--- config.mk ---
export PLATFORM = sky130hd
export DESIGN_NAME = online_otf_converter
export DESIGN_NICKNAME = d
export VERILOG_FILES = /design/src/rtl/online_pkg.sv /design/src/rtl/otf_step.sv /design/src/rtl/online_otf_converter.sv
export SDC_FILE = /design/constraint.sdc
export NUM_CORES = 1
export LEC_CHECK = 0
export ABC_AREA = 0
export CORE_ASPECT_RATIO = 0.8
export CORE_MARGIN = 1
export CORE_UTILIZATION = 56
export DETAILED_ROUTE_END_ITERATION = 8
export PLACE_DENSITY_LB_ADDON = 0.05
export SLEW_MARGIN = 20
export SYNTH_ARGS = -nofsm -noshare
export SYNTH_HDL_FRONTEND = slang
export SYNTH_HIERARCHICAL = 1
export SYNTH_SLANG_ARGS = --single-unit
--- constraint.sdc ---
create_clock -name clk -period 2.5 [get_ports clk]
set_clock_uncertainty 0.15 [all_clocks]
set_input_delay 0.375 -clock clk [delete_from_list [all_inputs] [get_ports clk]]
set_output_delay 0.375 -clock clk [all_outputs]
set_load 0.02 [all_outputs]
--- src/rtl/online_pkg.sv ---
// Shared definitions for the online (MSD-first, signed-digit) arithmetic stages:
// digit rail encodings, converter FSM state type and the digit decoder.
package online_pkg;

    // {zp, zn} rail encodings; 2'b11 is also legal and decodes to zero.
    localparam logic [1:0] DIG_POS  = 2'b10;
    localparam logic [1:0] DIG_NEG  = 2'b01;
    localparam logic [1:0] DIG_ZERO = 2'b00;

    typedef enum logic {
        IDLE = 1'b0,
        ACC  = 1'b1
    } otf_state_t;

    // d = zp - zn as a 2-bit signed value (+1, 0, -1).
    function automatic logic signed [1:0] decode_digit(input logic zp, input logic zn);
        logic signed [1:0] d;
        case ({zp, zn})
            DIG_POS: d = 2'sb01;
            DIG_NEG: d = 2'sb11;
            default: d = 2'sb00;
        endcase
        return d;
    endfunction

endpackage

--- src/rtl/otf_step.sv ---
// One on-the-fly conversion step. Keeps the pair Q (value so far) and
// QM (Q - 1) so a negative digit never needs a borrow chain: each step is a
// shift plus a choice between the two registers. With first=1 the step starts
// from Q=0, QM=-1 regardless of the incoming register values.
import online_pkg::*;

module otf_step #(
    parameter int W = 17
) (
    input  logic [W-1:0]      q,
    input  logic [W-1:0]      qm,
    input  logic signed [1:0] d,
    input  logic              first,
    output logic [W-1:0]      q_nxt,
    output logic [W-1:0]      qm_nxt
);

    logic [W-1:0] q_base;
    logic [W-1:0] qm_base;

    // Select the starting pair, then shift in the digit (mod 2^W).
    always_comb begin
        q_base  = first ? '0 : q;
        qm_base = first ? '1 : qm;
        case (d)
            2'sb01: begin
                q_nxt  = {q_base[W-2:0], 1'b1};
                qm_nxt = {q_base[W-2:0], 1'b0};
            end
            2'sb11: begin
                q_nxt  = {qm_base[W-2:0], 1'b1};
                qm_nxt = {qm_base[W-2:0], 1'b0};
            end
            default: begin
                q_nxt  = {q_base[W-2:0], 1'b0};
                qm_nxt = {qm_base[W-2:0], 1'b1};
            end
        endcase
    end

endmodule

--- src/rtl/online_otf_converter.sv ---
// Converts the online adder's serial redundant digit stream (MSD first) into a
// two's-complement word of DIGITS+1 bits without a carry-propagate adder.
// Optional macro ONLINE_OTF_SAT_EN: saturate the result to the DIGITS-bit
// signed range and flag clipping on out_ovf; otherwise out_ovf is 0.
//
// Handshake: a transfer happens on a rising edge where valid && ready are both
// high. out_data/out_valid are held stable until that transfer. in_ready drops
// only when the final digit of a word would overwrite a result not yet taken.
import online_pkg::*;

module online_otf_converter #(
    parameter int DIGITS = 16
) (
    input  logic              clk,
    input  logic              rst_n,
    input  logic              in_valid,
    output logic              in_ready,
    input  logic              in_first,
    input  logic              in_zp,
    input  logic              in_zn,
    output logic              out_valid,
    input  logic              out_ready,
    output logic [DIGITS:0]   out_data,
    output logic              out_abort,
    output logic              out_ovf
);

    localparam int OUT_W = DIGITS + 1;
    localparam int CNT_W = $clog2(DIGITS);
    localparam logic [CNT_W-1:0] LAST = CNT_W'(DIGITS - 1);

    otf_state_t        state, state_nxt;
    logic [CNT_W-1:0]  cnt, cnt_nxt;
    logic [OUT_W-1:0]  q, qm, q_nxt, qm_nxt;
    logic [OUT_W-1:0]  fin_data;
    logic              fin_ovf;
    logic              accept;
    logic              step_en;
    logic              load;
    logic              abort_nxt;
    logic signed [1:0] d;

    assign d        = decode_digit(in_zp, in_zn);
    assign in_ready = !(state == ACC && cnt == LAST && out_valid && !out_ready);
    assign accept   = in_valid && in_ready;

    otf_step #(.W(OUT_W)) u_step (
        .q      (q),
        .qm     (qm),
        .d      (d),
        .first  (in_first),
        .q_nxt  (q_nxt),
        .qm_nxt (qm_nxt)
    );

`ifdef ONLINE_OTF_SAT_EN
    // Clip to the DIGITS-bit signed range: overflow shows as the top two bits differing.
    always_comb begin
        fin_data = q_nxt;
        fin_ovf  = 1'b0;
        if (q_nxt[OUT_W-1] != q_nxt[OUT_W-2]) begin
            fin_ovf  = 1'b1;
            fin_data = q_nxt[OUT_W-1] ? {2'b11, {(OUT_W-2){1'b0}}}
                                      : {2'b00, {(OUT_W-2){1'b1}}};
        end
    end
`else
    assign fin_data = q_nxt;
    assign fin_ovf  = 1'b0;
`endif

    // Next-state logic: word start, accumulate, abort/restart, completion.
    always_comb begin
        state_nxt = state;
        cnt_nxt   = cnt;
        step_en   = 1'b0;
        load      = 1'b0;
        abort_nxt = 1'b0;
        if (accept) begin
            case (state)
                IDLE: begin
                    if (in_first) begin
                        step_en   = 1'b1;
                        cnt_nxt   = CNT_W'(1);
                        state_nxt = ACC;
                    end
                end
                ACC: begin
                    step_en = 1'b1;
                    if (in_first) begin
                        abort_nxt = 1'b1;
                        cnt_nxt   = CNT_W'(1);
                    end else if (cnt == LAST) begin
                        load      = 1'b1;
                        cnt_nxt   = '0;
                        state_nxt = IDLE;
                    end else begin
                        cnt_nxt = cnt + CNT_W'(1);
                    end
                end
                default: state_nxt = IDLE;
            endcase
        end
    end

    // State, digit counter and the Q/QM conversion pair.
    always_ff @(posedge clk or negedge rst_n) begin
        if (!rst_n) begin
            state <= IDLE;
            cnt   <= '0;
            q     <= '0;
            qm    <= '1;
        end else begin
            state <= state_nxt;
            cnt   <= cnt_nxt;
            if (step_en) begin
                q  <= q_nxt;
                qm <= qm_nxt;
            end
        end
    end

    // Output register: load a finished word, clear valid once it is taken.
    always_ff @(posedge clk or negedge rst_n) begin
        if (!rst_n) begin
            out_valid <= 1'b0;
            out_data  <= '0;
            out_ovf   <= 1'b0;
            out_abort <= 1'b0;
        end else begin
            out_abort <= abort_nxt;
            if (load) begin
                out_valid <= 1'b1;
                out_data  <= fin_data;
                out_ovf   <= fin_ovf;
            end else if (out_ready) begin
                out_valid <= 1'b0;
            end
        end
    end

endmodule

==> impl_table.tex, run 1 <==
\begin{tabular}{lr}
\hline
Metric & Value \\
\hline
\multicolumn{2}{l}{\textbf{Status}} \\
\quad Run status & finished, final reports clean \\
\multicolumn{2}{l}{\textbf{CTS}} \\
\quad Buffer levels on the longest clock path & 2 \\
\quad Clk\_lat worst skew & around 0.30 ns \\
\quad Post-CTS Setup Repair Bufs & 0 \\
\quad Clock tree from TritonCTS & done \\
\quad Clock root buffer & sky130\_fd\_sc\_hd\_\_clkbuf\_8 \\
\quad Total CTS buffers & 5 \\
\quad Clock H-tree levels & 2 \\
\quad Clock edge transition at the registers on the reported setup and hold paths & 0.10 ns \\
\quad Clock sinks & 56 \\
\multicolumn{2}{l}{\textbf{Global route}} \\
\quad Via count of the first global-routing pass & 2,013 \\
\quad Largest net degree at the start of global routing & 43 \\
\quad Number of antenna violations at the first check in global routing & 0 \\
\quad Total congestion overflow & 0 \\
\quad All-layer global routing usage & 0.237 \\
\quad First-pass GRT wire length & 9.63 mm \\
\multicolumn{2}{l}{\textbf{Power}} \\
\quad Power density of the placed cells & between 600 and 700 nW/µm² \\
\quad VDD IR max & 0.000496 V \\
\quad Standby leakage power & 1.44 nW \\
\multicolumn{2}{l}{\textbf{Drt}} \\
\quad Initial drt markers & about 140 \\
\quad Number of routed nets with antenna violations & 0 \\
\quad 1st-pass router iterations & 4 \\
\quad Number of design rule violations left after detail routing & 0 \\
\quad Wire length after detailed routing & 5.51 mm \\
\quad Via count of the routed design & 1,932 \\
\quad Wire length per cell after detailed routing & 17.1 µm \\
\quad Via count normalized by instance count & 5.98 \\
\multicolumn{2}{l}{\textbf{STA}} \\
\quad Final number of max-transition violations & 0 \\
\quad Hold WS & between 0.3 and 0.4 ns \\
\quad Final critical-path required period & 2.22 ns \\
\quad Remaining max-slew budget at the tightest pin & 0.553 \\
\quad Transition time of the tightest slew-check pin & 0.670 ns \\
\quad Hold Violations, Final & 0 \\
\quad Total negative setup slack & 0 ns \\
\quad Highest clock rate & 450 MHz \\
\quad Setup repair after global routing missed its margin & false \\
\quad Setup slack after layout & 0.276 ns \\
\quad Tcrit/Tclk final & 0.890 \\
\quad Number of endpoints failing setup at the final stage & 0 \\
\multicolumn{2}{l}{\textbf{Worst setup path}} \\
\quad Crit-path max FO & 32 \\
\quad Launch point of the worst path & cnt[0] \\
\quad Worst path cell trace & ha\_1 -> and3\_1 -> buf\_4 -> a311oi\_4 -> buf\_12 -> mux2\_2 \\
\quad Kind of start point of the critical path & flip-flop \\
\quad Family with the most delay on the worst path & flip-flops \\
\quad Worst Setup End Kind & flip-flop \\
\quad Critical Path AT & 2.27 ns \\
\quad WS Path Type & flip-flop to flip-flop \\
\quad Slowest cell on crit path & sky130\_fd\_sc\_hd\_\_dfrtp\_1 \\
\quad FF-to-FF Start & cnt[0] \\
\quad CP Buf/Inv Count & 2 \\
\quad Critical path required time & approximately 2.5 ns \\
\quad Delay contributed by the slowest stage of the critical path & 0.44 ns \\
\multicolumn{2}{l}{\textbf{Floorplanning}} \\
\quad Effective utilization at floorplan & 0.603 \\
\quad Die ar. & 5420 µm² \\
\quad Height of the die & $\sim$66 µm \\
\quad Standard cell core area & $\sim$4800 µm² \\
\quad Number of top-level pins & 28 \\
\quad Row Count & 22 \\
\quad Horizontal die dimension & 82.1 µm \\
\multicolumn{2}{l}{\textbf{Worst hold path}} \\
\quad Worst min path class & flip-flop to flip-flop \\
\quad Worst hold path startpoint & q[15] \\
\multicolumn{2}{l}{\textbf{Place}} \\
\quad Worst setup timing slack at the placement stage & 0.000876 ns \\
\quad DP Area & 3200 µm² \\
\quad HPWL reported at the end of detailed placement & 3.77 mm \\
\quad Placer Congestion & 0.821 \\
\quad Buffers on Ports & 26 \\
\multicolumn{2}{l}{\textbf{Layout}} \\
\quad Share of cells above drive strength 1 & 0.331 \\
\quad Share of the core filled with cells in the final layout & 0.698 \\
\quad Area of combinational cells with multiple inputs & between 1000 and 1500 µm² \\
\quad Net count reported at finish & 271 \\
\quad Fillers & 344 \\
\quad Post-route cell area & 3320 µm² \\
\quad Area occupied by registers & around 1400 µm² \\
\quad Number of antenna diodes & 0 \\
\quad Area grow syn2layout & 15.6\% \\
\multicolumn{2}{l}{\textbf{Logic synthesis}} \\
\quad Cell count after synthesis & 233 \\
\quad Post-synth design cell area & 2870 µm² \\
\quad Syn nets & around 240 \\
\quad Per-instance average area after synthesis & 12.3 µm² \\
\quad YS warnings & 6 \\
\multicolumn{2}{l}{\textbf{Flow run}} \\
\quad MaxCap Viol Count & 0 \\
\hline
\end{tabular}
## layout by cell type, fill, tap and decap left out, types with 2 or more instances in the layout
cell type                          n
sky130_fd_sc_hd__mux2_2           43
sky130_fd_sc_hd__dfrtp_1          40
sky130_fd_sc_hd__clkdlybuf4s50_1  24
sky130_fd_sc_hd__nand2b_1         17
sky130_fd_sc_hd__nor2_1           16
sky130_fd_sc_hd__dfstp_2          16
sky130_fd_sc_hd__a2bb2oi_1        16
sky130_fd_sc_hd__o2bb2ai_1        15
sky130_fd_sc_hd__buf_4            13
sky130_fd_sc_hd__nand3_1           7
sky130_fd_sc_hd__mux2_1            6
sky130_fd_sc_hd__clkbuf_8          5
sky130_fd_sc_hd__inv_1             4
sky130_fd_sc_hd__a21oi_1           4
sky130_fd_sc_hd__and3_1            3
sky130_fd_sc_hd__nor2b_1           3
sky130_fd_sc_hd__nand2_1           3
sky130_fd_sc_hd__o21ai_0           3
sky130_fd_sc_hd__ha_1              2
sky130_fd_sc_hd__buf_12            2
## what timing repair did
item	in CTS	in global routing
resized for setup	0	1
hold endpoints to repair	15	0
hold buffers	1	0
setup endpoints to repair	0	1
## final timing paths
path	end	slack (ns)	cells after the start
max	q[0]	0.28	6
min	q[15]	0.35	1
max reg2reg	q[0]	0.28	6
min reg2reg	q[15]	0.35	1
max in group asynchronous	qm[13]	1.03	3
min in group asynchronous	out_data[11]	0.45	2
## stage by stage
| step | total power [W] | std cells |
|---|---|---|
| 6_report | 0.00219 | 323 |
| 2_1_floorplan | 0.00149 | 233 |
| 3_5_place_dp | 0.00162 | 314 |
| 5_1_grt | 0.00231 | 323 |
| 3_3_place_gp | 0.00159 | 314 |
| 4_1_cts | 0.00221 | 323 |
## where the power goes
group          internal (W)  leakage, nW  switching (W)  total [W]
Combinational      0.000231        0.683       0.000185   0.000416
Clock              0.000297       0.0541       0.000286   0.000582
Sequential          0.00108        0.699       0.000110    0.00119
Total               0.00161         1.44       0.000581    0.00219
## layout make-up
| cell class | instances | area share |
|---|---|---|
| flip-flops and latches | 56 | 0.428 |
| multi-input cells | 153 | 0.389 |
| repair buffers | 42 | 0.122 |
| well taps | 60 | 0.0226 |
| clock buffers | 5 | 0.0207 |
| clock inverters | 3 | 0.0128 |
| inverters | 4 | 0.00452 |
## registers in the layout, indices dropped and copies added (netlist names)
register	cells
state	1
q	16
out_valid	1
out_data	17
cnt	4
qm	16
out_abort	1
## layer usage
layer | global-route usage | share of wire | vias to the layer above | wire length (µm)
li1 | - | - | 906 | -
met1 | 0.331 | 0.48 | 976 | 2670
met2 | 0.381 | 0.48 | 46 | 2620
met3 | 0.0414 | 0.034 | 4 | 185
met4 | 0.0570 | 0.0062 | 0 | 34
met5 | 0 | 0 | - | 0
No activity file was read; power rests on OpenSTA's default activity.
==> inputs of run 2 (changes only) <==
--- a/config.mk
+++ b/config.mk
@@ -14,5 +14,4 @@
 export SLEW_MARGIN = 20
 export SYNTH_ARGS = -nofsm -noshare
 export SYNTH_HDL_FRONTEND = slang
-export SYNTH_HIERARCHICAL = 1
 export SYNTH_SLANG_ARGS = --single-unit
==> impl_table.tex, run 2 <==
\begin{tabular}{lr}
\hline
Metric & Value \\
\hline
\multicolumn{2}{l}{\textbf{STA}} \\
\quad Number of endpoints failing setup at the final stage & 0 \\
\quad Setup repair after global routing missed its margin & false \\
\quad Tcrit/Tclk final & 0.950 \\
\quad Final critical-path required period & 2.37 ns \\
\quad Hold Violations, Final & 0 \\
\quad Remaining max-slew budget at the tightest pin & 0.544 \\
\quad Final number of max-transition violations & 0 \\
\quad Hold WS & about 0.028 ns \\
\quad Total negative setup slack & 0 ns \\
\quad Highest clock rate & between 400 and 500 MHz \\
\quad Setup slack after layout & approximately 0.13 ns \\
\quad Transition time of the tightest slew-check pin & 0.684 ns \\
\multicolumn{2}{l}{\textbf{Global route}} \\
\quad First-pass GRT wire length & 9.64 mm \\
\quad Total congestion overflow & 0 \\
\quad Largest net degree at the start of global routing & 57 \\
\quad Number of antenna violations at the first check in global routing & 0 \\
\quad Via count of the first global-routing pass & 1,888 \\
\quad All-layer global routing usage & 0.221 \\
\multicolumn{2}{l}{\textbf{Logic synthesis}} \\
\quad Count leader, synth & sky130\_fd\_sc\_hd\_\_dfrtp\_1 \\
\quad Flip-flop and latch count after synthesis & between 50 and 60 \\
\quad YS warnings & 0 \\
\quad Async set-reset flop share out of synthesis & 1.00 \\
\quad Proportion of synthesized chip area in sequential cells & 0.478 \\
\quad Main synth FF type & sky130\_fd\_sc\_hd\_\_dfrtp\_1 \\
\quad Cell accounting for the most synthesized area & sky130\_fd\_sc\_hd\_\_dfrtp\_1 \\
\quad Share of the synthesized area in the top cell type & 0.336 \\
\quad Distinct cells, synth & 41 \\
\quad Syn nets & 259 \\
\quad Cell count after synthesis & 249 \\
\quad Synth top cells by count & 40 x sky130\_fd\_sc\_hd\_\_dfrtp\_1, 37 x sky130\_fd\_sc\_hd\_\_mux2\_2, 30 x sky130\_fd\_sc\_hd\_\_nand3b\_1 \\
\quad Number of enable-type register cells in the synthesized netlist & 0 \\
\quad Area contributors post-synth & sky130\_fd\_sc\_hd\_\_dfrtp\_1 34\%, sky130\_fd\_sc\_hd\_\_dfstp\_2 14\%, sky130\_fd\_sc\_hd\_\_mux2\_2 14\% \\
\quad Per-instance average area after synthesis & 11.9 µm² \\
\quad Post-synth design cell area & just under 3000 µm² \\
\multicolumn{2}{l}{\textbf{Place}} \\
\quad HPWL reported at the end of detailed placement & 3.74 mm \\
\quad Buffers on Ports & 26 \\
\quad Placer Congestion & 0.761 \\
\quad Worst setup timing slack at the placement stage & $\sim$0.16 ns \\
\quad DP Area & 3300 µm² \\
\multicolumn{2}{l}{\textbf{Drt}} \\
\quad Via count normalized by instance count & 5.96 \\
\quad Wire length per cell after detailed routing & between 15 and 20 µm \\
\quad 1st-pass router iterations & 4 \\
\quad Number of design rule violations left after detail routing & 0 \\
\quad Via count of the routed design & 2,022 \\
\quad Initial drt markers & 113 \\
\quad Number of routed nets with antenna violations & 0 \\
\quad Wire length after detailed routing & 5.65 mm \\
\multicolumn{2}{l}{\textbf{CTS}} \\
\quad Clock H-tree levels & 2 \\
\quad Buffer levels on the longest clock path & 2 \\
\quad Clock root buffer & sky130\_fd\_sc\_hd\_\_clkbuf\_8 \\
\quad Clock edge transition at the registers on the reported setup and hold paths & 0.10 ns \\
\quad Clock sinks & 56 \\
\quad Total CTS buffers & 5 \\
\quad Count of hold-fix buffers inserted at cts & 0 \\
\quad Clock tree from TritonCTS & done \\
\quad Clk\_lat worst skew & 0.31 ns \\
\multicolumn{2}{l}{\textbf{Floorplanning}} \\
\quad Row Count & 23 \\
\quad Horizontal die dimension & 83.5 µm \\
\quad Number of top-level pins & 28 \\
\quad Effective utilization at floorplan & 0.587 \\
\quad Die ar. & roughly 5600 µm² \\
\quad Standard cell core area & between 5000 and 6000 µm² \\
\quad Height of the die & between 60 and 70 µm \\
\multicolumn{2}{l}{\textbf{Layout}} \\
\quad Share of cells above drive strength 1 & 0.325 \\
\quad Leading cell type in the layout, fill and taps excluded & sky130\_fd\_sc\_hd\_\_dfrtp\_1 \\
\quad Number of antenna diodes & 0 \\
\quad Registers with the most flip-flops & out\_data x17, q x16, qm x16 \\
\quad Most frequent cells in the layout & 40 x sky130\_fd\_sc\_hd\_\_dfrtp\_1, 37 x sky130\_fd\_sc\_hd\_\_mux2\_2, 30 x sky130\_fd\_sc\_hd\_\_nand3b\_1 \\
\quad Register ranked first by flip-flop count & out\_data \\
\quad Area of combinational cells with multiple inputs & 1420 µm² \\
\quad Fillers & 403 \\
\quad Area grow syn2layout & 14.5\% \\
\quad Post-route cell area & 3410 µm² \\
\quad Net count reported at finish & 286 \\
\quad Area occupied by registers & 1420 µm² \\
\quad Flip-flop count of the largest register, all copies and words added & 17 \\
\multicolumn{2}{l}{\textbf{Power}} \\
\quad Internal power contribution & 0.00146 W \\
\quad Standby leakage power & 1.42 nW \\
\quad Share of total power in sequential cells & 0.567 \\
\quad Switch share & 0.278 \\
\quad Power density of the placed cells & roughly 600 nW/µm² \\
\quad Combinational share of power & 0.191 \\
\quad VDD IR max & 0.000401 V \\
\quad Net switching component of the power & 0.000564 W \\
\quad Relative contribution of the clock network to total power & 0.242 \\
\multicolumn{2}{l}{\textbf{Worst hold path}} \\
\quad Worst min path class & primary input to async pin \\
\multicolumn{2}{l}{\textbf{Worst setup path}} \\
\quad Endpoint of the worst register-to-register path & q[1] \\
\quad Critical Path AT & 1.85 ns \\
\quad Worst Setup End Kind & primary output \\
\quad Kind of start point of the critical path & flip-flop \\
\quad Worst reg2reg setup slack & 0.57 ns \\
\quad Crit-path max FO & 6 \\
\quad FF-to-FF Start & cnt[0] \\
\quad Logic depth of the worst register-to-register path & 5 \\
\quad WS Path Type & flip-flop to primary output \\
\quad Critical path required time & 1.98 ns \\
\multicolumn{2}{l}{\textbf{Flow run}} \\
\quad MaxCap Viol Count & 0 \\
\multicolumn{2}{l}{\textbf{Status}} \\
\quad Run status & finished, final reports clean \\
\hline
\end{tabular}
## run 2: worst max path at each step
stage | to | start | cells after the start | slack (ns)
2_1_floorplan | qm[14] | in_zp | 7 | 0.58
3_3_place_gp | out_data[2] | in_zp | 6 | 0.18
3_5_place_dp | q[2] | in_zp | 6 | 0.16
4_1_cts | in_ready | cnt[0] | 4 | 0.02
5_1_grt | in_ready | cnt[1] | 4 | 0.03
6_report | in_ready | cnt[0] | 4 | 0.13
## run 2: area by class of cell
cell class / instances / share of cell area
multi-input combinational: 167 / 0.418
sequential: 56 / 0.417
timing repair buffer: 40 / 0.109
tap: 62 / 0.0228
clock buffer: 6 / 0.0213
inverter: 6 / 0.00661
clock inverter: 2 / 0.00478
## run 2: kinds of logic (layout without fill, tap and decap cells)
kind of cell	Yosys count	in the layout	synth area share
buffers and inverters	26	54	0.0450
AND/OR/NAND/NOR	68	68	0.144
other	1	1	0.00126
flip-flops	56	56	0.478
multiplexers	49	49	0.196
AO/OA/AOI/OAI	46	46	0.124
adder cells (fa/ha/maj)	3	3	0.0126
## run 2: through the flow
stage | util | total power (W) | std cells
3_3_place_gp | 0.651 | 0.00154 | 329
3_5_place_dp | 0.651 | 0.00155 | 329
5_1_grt | 0.672 | 0.00214 | 339
4_1_cts | 0.669 | 0.00205 | 337
6_report | 0.672 | 0.00203 | 339
2_1_floorplan | - | 0.00143 | 249
## run 2: timing repair
item                       CTS  global route
gates resized for setup      0             1
buffers inserted             0             2
setup endpoints to repair    0             1
## run 2: power by group through the flow
| stage | Clock [W] | Combinational (W) | Sequential, W |
|---|---|---|---|
| after floorplan | 0 | 0.000279 | 0.00115 |
| after global placement | 0 | 0.000376 | 0.00116 |
| after detailed placement | 0 | 0.000383 | 0.00117 |
| after CTS | 0.000513 | 0.000385 | 0.00115 |
| after global routing | 0.000545 | 0.000431 | 0.00117 |
| final | 0.000491 | 0.000388 | 0.00115 |
## run 2: worst max-delay path: stages (launching register included)
cell,delay [ns]
sky130_fd_sc_hd__dfrtp_1,0.42
sky130_fd_sc_hd__ha_2,0.24
sky130_fd_sc_hd__and3_1,0.20
sky130_fd_sc_hd__nand2_1,0.08
sky130_fd_sc_hd__clkdlybuf4s50_1,0.60
## run 2: routing by layer
metal / global-route usage / wire, µm / up-vias
met2: 0.338 / 2540 / 53
met1: 0.324 / 2820 / 1005
li1: - / - / 960
met3: 0.0428 / 243 / 4
met5: 0 / 0 / -
met4: 0.0678 / 44 / 0
==> inputs of run 3 (changes only) <==
--- a/config.mk
+++ b/config.mk
@@ -8,8 +8,9 @@
 export ABC_AREA = 0
 export CORE_ASPECT_RATIO = 0.8
 export CORE_MARGIN = 1
-export CORE_UTILIZATION = 56
+export CORE_UTILIZATION = 52
 export DETAILED_ROUTE_END_ITERATION = 8
+export MAX_ROUTING_LAYER = met4
 export PLACE_DENSITY_LB_ADDON = 0.05
 export SLEW_MARGIN = 20
 export SYNTH_ARGS = -nofsm -noshare
==> constraint.sdc (replaced) <==
create_clock -name clk -period 2 [get_ports clk]
set_clock_uncertainty 0.15 [all_clocks]
set_input_delay 0.3 -clock clk [delete_from_list [all_inputs] [get_ports clk]]
set_output_delay 0.3 -clock clk [all_outputs]
set_load 0.02 [all_outputs]
==> impl_table.tex, run 3 (synthesis results as in run 2) <==
\begin{tabular}{lr}
\hline
Metric & Value \\
\hline
\multicolumn{2}{l}{\textbf{Place}} \\
\quad Buffers on Ports & 26 \\
\quad Cell Count Post-Placement & 353 \\
\quad Worst setup timing slack at the placement stage & -0.257 ns \\
\quad DP Area & 3420 µm² \\
\quad HPWL reported at the end of detailed placement & 3.90 mm \\
\quad Placer Congestion & 0.820 \\
\multicolumn{2}{l}{\textbf{Drt}} \\
\quad Via count of the routed design & 2,062 \\
\quad Wire length after detailed routing & 6.14 mm \\
\quad 1st-pass router iterations & 5 \\
\quad Number of design rule violations left after detail routing & 0 \\
\quad Number of routed nets with antenna violations & 0 \\
\quad Via count normalized by instance count & 5.70 \\
\quad Wire length per cell after detailed routing & 17.0 µm \\
\quad Initial drt markers & 134 \\
\multicolumn{2}{l}{\textbf{Floorplanning}} \\
\quad Die ar. & 6030 µm² \\
\quad Effective utilization at floorplan & 0.541 \\
\quad Row Count & 24 \\
\quad Height of the die & 69.7 µm \\
\quad Standard cell core area & between 5000 and 6000 µm² \\
\quad Number of top-level pins & 28 \\
\quad Horizontal die dimension & 86.6 µm \\
\multicolumn{2}{l}{\textbf{Power}} \\
\quad Share of total power in sequential cells & 0.556 \\
\quad Relative contribution of the clock network to total power & 0.244 \\
\quad Internal power contribution & between 0.0015 and 0.002 W \\
\quad Power density of the placed cells & approximately 740 nW/µm² \\
\quad VDD IR max & 0.000330 V \\
\quad Standby leakage power & roughly 1.5 nW \\
\quad Combinational share of power & 0.200 \\
\quad Net switching component of the power & 0.000735 W \\
\quad Switch share & 0.285 \\
\multicolumn{2}{l}{\textbf{CTS}} \\
\quad Clock tree from TritonCTS & done \\
\quad Clk\_lat worst skew & 0.32 ns \\
\quad Clock H-tree levels & 2 \\
\quad Buffer levels on the longest clock path & 2 \\
\quad Clock edge transition at the registers on the reported setup and hold paths & 0.10 ns \\
\quad Clock sinks & 56 \\
\quad Clock root buffer & sky130\_fd\_sc\_hd\_\_clkbuf\_8 \\
\quad Total CTS buffers & 5 \\
\multicolumn{2}{l}{\textbf{STA}} \\
\quad Setup repair after global routing missed its margin & false \\
\quad Total negative setup slack & 0 ns \\
\quad Number of endpoints failing setup at the final stage & 0 \\
\quad Hold Violations, Final & 0 \\
\quad Highest clock rate & roughly 530 MHz \\
\quad Final number of max-transition violations & 0 \\
\quad Final critical-path required period & 1.90 ns \\
\quad Hold WS & 0.358 ns \\
\quad Tcrit/Tclk final & 0.950 \\
\quad Setup slack after layout & roughly 0.10 ns \\
\multicolumn{2}{l}{\textbf{Layout}} \\
\quad Fillers & 446 \\
\quad Flip-flop count of the largest register, all copies and words added & 17 \\
\quad Most frequent cells in the layout & 40 x sky130\_fd\_sc\_hd\_\_dfrtp\_1, 37 x sky130\_fd\_sc\_hd\_\_mux2\_2, 30 x sky130\_fd\_sc\_hd\_\_nand3b\_1 \\
\quad Net count reported at finish & 293 \\
\quad Register ranked first by flip-flop count & out\_data \\
\quad Area grow syn2layout & 17.9\% \\
\quad Share of cells above drive strength 1 & 0.335 \\
\quad Number of antenna diodes & 0 \\
\quad Post-route cell area & 3510 µm² \\
\quad Registers with the most flip-flops & out\_data x17, q x16, qm x16 \\
\quad Count of non-filler cells in the finished layout & $\sim$360 \\
\quad Leading cell type in the layout, fill and taps excluded & sky130\_fd\_sc\_hd\_\_dfrtp\_1 \\
\multicolumn{2}{l}{\textbf{Worst setup path}} \\
\quad Delay contributed by the slowest stage of the critical path & 0.47 ns \\
\quad Worst Setup End Kind & flip-flop \\
\quad Critical path required time & 2.06 ns \\
\quad Critical Path AT & approximately 2 ns \\
\quad Crit-path max FO & 16 \\
\quad Worst path cell trace & clkdlybuf4s50\_1 -> inv\_1 -> ha\_1 -> o21ba\_2 -> o2bb2ai\_1 -> mux2\_2 \\
\quad CP Buf/Inv Count & 2 \\
\quad Family with the most delay on the worst path & compound AO/OA/AOI/OAI gates \\
\quad WS Path Type & primary input to flip-flop \\
\quad Kind of start point of the critical path & primary input \\
\quad Slowest cell on crit path & sky130\_fd\_sc\_hd\_\_clkdlybuf4s50\_1 \\
\multicolumn{2}{l}{\textbf{Global route}} \\
\quad Largest net degree at the start of global routing & 57 \\
\quad Via count of the first global-routing pass & 1,911 \\
\quad First-pass GRT wire length & between 10 and 15 mm \\
\quad All-layer global routing usage & 0.226 \\
\quad Number of antenna violations at the first check in global routing & 0 \\
\quad Total congestion overflow & 0 \\
\multicolumn{2}{l}{\textbf{Flow run}} \\
\quad MaxCap Viol Count & 0 \\
\multicolumn{2}{l}{\textbf{Worst hold path}} \\
\quad Worst min path class & primary input to async pin \\
\multicolumn{2}{l}{\textbf{Status}} \\
\quad Run status & finished, final reports clean \\
\hline
\end{tabular}
run 3: through the flow:
stage / utilization / total power (W)
6_report: 0.638 / 0.00258
2_1_floorplan: - / 0.00178
3_3_place_gp: 0.622 / 0.00195
3_5_place_dp: 0.622 / 0.00197
5_1_grt: 0.638 / 0.00272
4_1_cts: 0.639 / 0.00261
run 3: path summary, 6_finish.rpt:
| path | startpoint | to | slack, ns | cells after the start |
|---|---|---|---|---|
| max | in_zp | q[10] | 0.1 | 6 |
| min | rst_n | cnt[0] | 0.36 | 3 |
| max in group asynchronous | rst_n | qm[4] | 1.03 | 3 |
| min in group clk | out_data[13] | out_data[13] | 0.36 | 1 |
| max reg2reg | cnt[0] | out_data[12] | 0.12 | 6 |
| min reg2reg | out_data[13] | out_data[13] | 0.36 | 1 |
run 3: area by class of cell:
class,instances,area (µm²),share of cell area
clock buffers,7,76.3,0.0218
inverters,6,22.5,0.00642
repair buffers,47,460,0.131
clock inverters,1,8.76,0.00250
multi-input cells,167,1420,0.405
well taps,78,97.6,0.0278
flip-flops and latches,56,1420,0.405
run 3: power by group through the flow:
stage | Clock (W) | Combinational [W] | Sequential [W]
2_1_floorplan | 0 | 0.000349 | 0.00143
3_3_place_gp | 0 | 0.000504 | 0.00145
3_5_place_dp | 0 | 0.000519 | 0.00145
4_1_cts | 0.000652 | 0.000522 | 0.00143
5_1_grt | 0.000699 | 0.000568 | 0.00146
6_report | 0.000630 | 0.000517 | 0.00144
run 3: tightest hold or removal path, delay by kind of cell:
kind     cells  cell delay, ns
buf+inv      3            0.92
run 3: timing repair:
| action | CTS | global route |
|---|---|---|
| resized for setup | 1 | 2 |
| endpoints found under the setup margin | 1 | 1 |
| hold buffers | 1 | 0 |
| endpoints found under the hold margin | 40 | 0 |
| setup buffers | 0 | 0 |
| cloned | 0 | 0 |
run 3: routing by layer:
metal | vias up | routed length, µm | global-route usage | share of wire
li1 | 980 | - | - | -
met2 | 49 | 2680 | 0.323 | 0.44
met1 | 1026 | 3150 | 0.334 | 0.51
met5 | - | 0 | - | 0
met3 | 7 | 233 | 0.0500 | 0.038
met4 | 0 | 74 | 0.0444 | 0.012
